File: src/rtl/pc_pkg.sv
// Shared types and defaults for the fetch-stage PC select unit.
// Source indices double as redirect priorities: lower index wins.
package pc_pkg;

  localparam int DEFAULT_XLEN = 32;
  localparam logic [DEFAULT_XLEN-1:0] DEFAULT_RESET_VECTOR = 32'h0000_0000;

  typedef logic [DEFAULT_XLEN-1:0] pc_t;

  typedef enum logic [1:0] {
    SRC_TRAP   = 2'd0,
    SRC_BRANCH = 2'd1,
    SRC_JUMP   = 2'd2
  } pc_src_e;

endpackage

File: src/rtl/pc_redirect_arbiter.sv
// Combinational fixed-priority arbiter over NUM_SRC redirect requests.
// The lowest asserted index wins, and its packed target is forwarded.
module pc_redirect_arbiter
  import pc_pkg::*;
#(
  parameter int NUM_SRC = 3,
  parameter int XLEN    = DEFAULT_XLEN,
  parameter int IDXW    = (NUM_SRC > 1) ? $clog2(NUM_SRC) : 1
) (
  input  logic [NUM_SRC-1:0]      valid_i,
  input  logic [NUM_SRC*XLEN-1:0] target_i,
  output logic                    hit_o,
  output logic [IDXW-1:0]         idx_o,
  output logic [XLEN-1:0]         target_o
);

  // Walk from the lowest priority upward so the last match is the winner.
  always_comb begin
    hit_o    = 1'b0;
    idx_o    = '0;
    target_o = '0;
    for (int i = NUM_SRC - 1; i >= 0; i--) begin
      if (valid_i[i]) begin
        hit_o    = 1'b1;
        idx_o    = i[IDXW-1:0];
        target_o = target_i[i*XLEN +: XLEN];
      end
    end
  end

endmodule

File: src/rtl/program_counter_select_unit.sv
// Registered fetch PC with prioritised redirects, stall and a pending redirect slot.
// Optional feature PC_MISALIGN_TRAP_EN: misaligned targets trap to RESET_VECTOR.
module program_counter_select_unit
  import pc_pkg::*;
#(
  parameter int               XLEN         = DEFAULT_XLEN,
  parameter int               NUM_SRC      = 3,
  parameter int               INC_BYTES    = 4,
  parameter logic [XLEN-1:0]  RESET_VECTOR = DEFAULT_RESET_VECTOR
) (
  input  logic                    clk,
  input  logic                    reset,
  input  logic                    stall,
  input  logic [NUM_SRC-1:0]      redirectValid,
  input  logic [NUM_SRC*XLEN-1:0] redirectTarget,
  output logic [XLEN-1:0]         pcOut,
  output logic [XLEN-1:0]         pcIncrementOut,
  output logic                    pcValid,
  output logic                    redirectTaken,
  output logic                    redirectPending,
  output logic                    misalignedOut
);

  localparam int IDXW = (NUM_SRC > 1) ? $clog2(NUM_SRC) : 1;
  localparam logic [XLEN-1:0] INC_VAL = XLEN'(INC_BYTES);

  logic            arbHit;
  logic [IDXW-1:0] arbIdx;
  logic [XLEN-1:0] arbTarget;

  logic [XLEN-1:0] pc_q, pc_d;
  logic            valid_q, valid_d;
  logic            taken_q, taken_d;
  logic            pendValid_q, pendValid_d;
  logic [IDXW-1:0] pendIdx_q, pendIdx_d;
  logic [XLEN-1:0] pendTarget_q, pendTarget_d;

  logic            selHit;
  logic [IDXW-1:0] selIdx;
  logic [XLEN-1:0] selTarget;

  pc_redirect_arbiter #(
    .NUM_SRC (NUM_SRC),
    .XLEN    (XLEN),
    .IDXW    (IDXW)
  ) u_arbiter (
    .valid_i  (redirectValid),
    .target_i (redirectTarget),
    .hit_o    (arbHit),
    .idx_o    (arbIdx),
    .target_o (arbTarget)
  );

  // A new request beats the pending one on equal index because it is newer.
  always_comb begin
    selHit    = 1'b0;
    selIdx    = '0;
    selTarget = '0;
    if (arbHit && (!pendValid_q || (arbIdx <= pendIdx_q))) begin
      selHit    = 1'b1;
      selIdx    = arbIdx;
      selTarget = arbTarget;
    end else if (pendValid_q) begin
      selHit    = 1'b1;
      selIdx    = pendIdx_q;
      selTarget = pendTarget_q;
    end
  end

`ifdef PC_MISALIGN_TRAP_EN
  logic misal_q, misal_d;
`endif

  always_comb begin
    pc_d         = pc_q;
    valid_d      = valid_q;
    taken_d      = 1'b0;
    pendValid_d  = pendValid_q;
    pendIdx_d    = pendIdx_q;
    pendTarget_d = pendTarget_q;
`ifdef PC_MISALIGN_TRAP_EN
    misal_d      = 1'b0;
`endif
    if (!valid_q) begin
      valid_d = 1'b1;
    end else if (stall) begin
      if (selHit) begin
        pendValid_d  = 1'b1;
        pendIdx_d    = selIdx;
        pendTarget_d = selTarget;
      end
    end else if (selHit) begin
      taken_d     = 1'b1;
      pendValid_d = 1'b0;
      pc_d        = selTarget;
`ifdef PC_MISALIGN_TRAP_EN
      if (selTarget[1:0] != 2'b00) begin
        pc_d    = RESET_VECTOR;
        misal_d = 1'b1;
      end
`endif
    end else begin
      pc_d = pc_q + INC_VAL;
    end
  end

  always_ff @(posedge clk) begin
    if (!reset) begin
      pc_q         <= RESET_VECTOR;
      valid_q      <= 1'b0;
      taken_q      <= 1'b0;
      pendValid_q  <= 1'b0;
      pendIdx_q    <= '0;
      pendTarget_q <= '0;
`ifdef PC_MISALIGN_TRAP_EN
      misal_q      <= 1'b0;
`endif
    end else begin
      pc_q         <= pc_d;
      valid_q      <= valid_d;
      taken_q      <= taken_d;
      pendValid_q  <= pendValid_d;
      pendIdx_q    <= pendIdx_d;
      pendTarget_q <= pendTarget_d;
`ifdef PC_MISALIGN_TRAP_EN
      misal_q      <= misal_d;
`endif
    end
  end

  assign pcOut           = pc_q;
  assign pcIncrementOut  = pc_q + INC_VAL;
  assign pcValid         = valid_q;
  assign redirectTaken   = taken_q;
  assign redirectPending = pendValid_q;
`ifdef PC_MISALIGN_TRAP_EN
  assign misalignedOut   = misal_q;
`else
  assign misalignedOut   = 1'b0;
`endif

endmodule

File: config.mk
export PLATFORM = sky130hd
export DESIGN_NAME = program_counter_select_unit
export DESIGN_NICKNAME = d
export VERILOG_FILES = /design/src/rtl/pc_pkg.sv /design/src/rtl/pc_redirect_arbiter.sv /design/src/rtl/program_counter_select_unit.sv
export SDC_FILE = /design/constraint.sdc
export NUM_CORES = 1
export LEC_CHECK = 0
export BUFFER_PORTS_ARGS = -buffer_cell sky130_fd_sc_hd__buf_2
export CORE_MARGIN = 1
export CORE_UTILIZATION = 50
export DETAILED_ROUTE_END_ITERATION = 12
export HOLD_SLACK_MARGIN = 0.08
export PLACE_DENSITY_LB_ADDON = 0.05
export SETUP_SLACK_MARGIN = 0.1
export SYNTH_ARGS = -nofsm -noshare
export SYNTH_HDL_FRONTEND = slang
export SYNTH_SLANG_ARGS = --single-unit
File: constraint.sdc
create_clock -name clk -period 2.95 [get_ports clk]
set_input_delay 0.1475 -clock clk [delete_from_list [all_inputs] [get_ports clk]]
set_output_delay 0.1475 -clock clk [all_outputs]
set_load 0.05 [all_outputs]
==> results.sh <==
export IMPL_num_io_pins=170
export IMPL_r2r_cells=8
export IMPL_multi_input_area_mm2=0.002854
export IMPL_rsz0062_at_grt="no"
export IMPL_layout_commonest_cell="buf_2"
export IMPL_ant_nets=0
export IMPL_cts_hold_buf=0
export IMPL_yosysUniqueCellTypes=57
export IMPL_hold_start="stall"
export IMPL_final_util_pct=64.02
export IMPL_hold_path_end="pcOut[0]"
export IMPL_clk_pin_slew_ns=0.07
export IMPL_crit_slowest_cell="dfxtp_1"
export IMPL_diodes=0
export IMPL_n_fill_cell=809
export IMPL_r2r_end="pcOut[20]"
export IMPL_grt_pass1_wl_um=22580
export IMPL_initial_core_util_pct=51.75
export IMPL_max_cap_violations=0
export IMPL_gp_congestion=0.8271
export IMPL_min_period_ns=2.654
export IMPL_p_int_w=0.001561
export IMPL_h_tree_depth=3
export IMPL_dr_pass1_iters=5
export IMPL_finalSetupViolCount=0
export IMPL_tritoncts="done"
export IMPL_viasPerCell=5.855
export IMPL_dieArea_mm2=0.009410
export IMPL_drt_initial_drc_count=392
export IMPL_startpoint_type="register"
export IMPL_placed_area_mm2=0.005395
export IMPL_avgSynthCellArea_um2=7.411
export IMPL_power_density_mw_per_mm2=433.5
export IMPL_power_leakage_nw=2.485
export IMPL_max_freq_ghz=0.3768
export IMPL_design_area_mm2=0.005583
export IMPL_hold_depth=3
export IMPL_nets=856
export IMPL_combPwrFrac_pct=26.6
export IMPL_synth_seq_cells=69
export IMPL_synth_edf_count=0
export IMPL_grt_max_degree=59
export IMPL_tns_ns=0
export IMPL_setup_ws_ns=0.2960
export IMPL_critPathTopFamily="simple AND/OR/NAND/NOR gates"
export IMPL_netlist_instances=609
export IMPL_final_cell_mix="buf_2 (168), nand2_1 (125), dfxtp_1 (69), o21ai_0 (59), a21boi_0 (35)"
export IMPL_ys_seq_area_share_pct=30.61
export IMPL_cts_root_buf="clkbuf_8"
export IMPL_fp_dieW_um=97.01
export IMPL_hold_slack_ns=0.1638
export IMPL_peakVddDrop_mv=0.3064
export IMPL_numPortBuffers=168
export IMPL_finClkSkew_ns=0.01150
export IMPL_status="finished, final reports clean"
export IMPL_vias=5059
export IMPL_switching_share_pct=35.50
export IMPL_insertion_delay_ns=0.35
export IMPL_synth_flop_cell="dfxtp_1"
export IMPL_area_growth_pct=23.70
export IMPL_critPathMaxFanout=7
export IMPL_postCtsSetupBuffers=0
export IMPL_hold_violations=0
export IMPL_path_class="register to primary output"
export IMPL_coreArea_mm2=0.008721
export IMPL_ys_warn_count=0
export IMPL_drv_slew=0
export IMPL_syn_num_nets=714
export IMPL_power_share_sequential_pct=43.0
export IMPL_crit_cells=7
export IMPL_ys_async_sr_fraction_pct=0
export IMPL_cts_buffers=9
export IMPL_rrSetupSlack_ns=0.51
export IMPL_crit_arrival_ns=2.51
export IMPL_max_stage_delay_ns=0.44
export IMPL_grt_pass1_vias=4512
export IMPL_post_drt_wl_per_cell_um=16.26
export IMPL_syn_area_mm2=0.004513
export IMPL_routed_wl_um=14050
export IMPL_r2r_start="pcOut[2]"
export IMPL_pwr_share_clk_pct=30.4
export IMPL_drive_gt1_share_pct=28.44
export IMPL_die_height_um=97.01
export IMPL_pre_cts_slack_ns=0.5204
export IMPL_crit_chain="ha_1, nand3_1, nor4_4, and2_4, and3_1, xor2_1, buf_2"
export IMPL_dpl_hpwl_um=10420
export IMPL_cts_resized=0
export IMPL_route_detailed_drc=0
export IMPL_regArea_mm2=0.001381
export IMPL_clock_sinks=69
export IMPL_endpoint_kind="primary output"
export IMPL_crit_required_ns=2.80
export IMPL_hold_path_class="input port to register"
export IMPL_grtUsageTotal_pct=29.75
export IMPL_path_buf_inv=1
export IMPL_antenna_found_initial=0
export IMPL_placementRows=34
export IMPL_p_switching_w=0.0008592
export IMPL_gr_total_overflow=0
export IMPL_maxSlewHeadroom_pct=38.53
export IMPL_tightest_slew_ns=0.9137
export IMPL_fin_crit_sh_pct=89.97
export IMPL_clk_path_buf_depth=2
## area by class of cell
| cell class | instances | share of cell area, % |
|---|---|---|
| inverter | 15 | 1.009 |
| tap | 108 | 2.420 |
| sequential | 69 | 24.74 |
| clock inverter | 3 | 0.3362 |
| clock buffer | 13 | 3.026 |
| multi-input combinational | 471 | 51.12 |
| timing repair buffer | 185 | 17.35 |
## layer usage
layer	GRT usage [%]	part of all wire [%]
met1	43.93	47
met2	44.15	44
met3	5.997	8.4
met4	7.233	1.0
met5	0	0
## worst register-to-register path: stages, from the launching register on
cell	delay (ns)
dfxtp_1	0.44
ha_1	0.34
nand3_1	0.20
nor4_4	0.31
buf_4	0.20
and3_1	0.21
mux2i_1	0.33
o22ai_1	0.14
and2_1	0.17
## state kept, by name, indices dropped and copies added (netlist names)
name             count
pcValid              1
pendIdx_q            2
pcOut               32
pendTarget_q        32
redirectPending      1
redirectTaken        1
## power by group through the flow
stage / clock network (W) / logic (W) / registers, W
after floorplan: 0 / 0.000363 / 0.00114
after global placement: 0 / 0.000632 / 0.00106
after detailed placement: 0 / 0.000638 / 0.00106
after CTS: 0.000749 / 0.000639 / 0.00104
after global routing: 0.000787 / 0.000692 / 0.00105
final: 0.000736 / 0.000643 / 0.00104
## worst max path at each step
stage | start | endpoint
finish | pcOut[2] | pcIncrementOut[30]
global route | pcOut[2] | pcIncrementOut[18]
CTS | pcOut[2] | pcIncrementOut[30]
global placement | redirectValid[1] | pcOut[11]
detailed placement | redirectValid[1] | pcOut[23]
floorplan | pcOut[2] | pcIncrementOut[30]
## cell families (layout without fill, tap and decap cells)
family	count (synthesis)	after routing	synth area share, %
buf+inv	69	216	6.709
other cells	1	1	0.08309
fa+ha+maj	3	3	0.8318
simple gates	228	228	24.48
compound gates	209	209	31.41
xor+xnor	28	28	5.434
flops	69	69	30.61
mux	2	2	0.4436
## synth_stat cells, types with 4 or more instances
cell type	count	share of area [%]
and3_1	5	0.69
a21boi_1	7	1.2
clkbuf_1	29	2.4
o22ai_1	4	0.55
nand2_1	125	10
xor2_1	10	1.9
nor2b_1	10	1.4
nand3_1	18	2.0
a22o_1	6	1.2
nor2_1	20	1.7
inv_1	15	1.2
xnor2_1	18	3.5
dfxtp_1	69	31
a21boi_0	35	5.8
nor3_1	11	1.2
buf_2	20	2.2
o21ai_0	59	6.5
a21oi_1	22	2.4
or3_1	4	0.55
a221o_1	5	1.1
and2_1	7	0.97
a22oi_1	31	5.2
a221oi_1	17	3.3
nand4_1	5	0.69
## per-stage QoR
step | power (W) | cells
after detailed placement | 0.001699 | 848
after global routing | 0.002528 | 864
after floorplan | 0.001500 | 609
final | 0.002420 | 864
after global placement | 0.001691 | 848
after CTS | 0.002429 | 864
(Power assumes the default switching activity.)
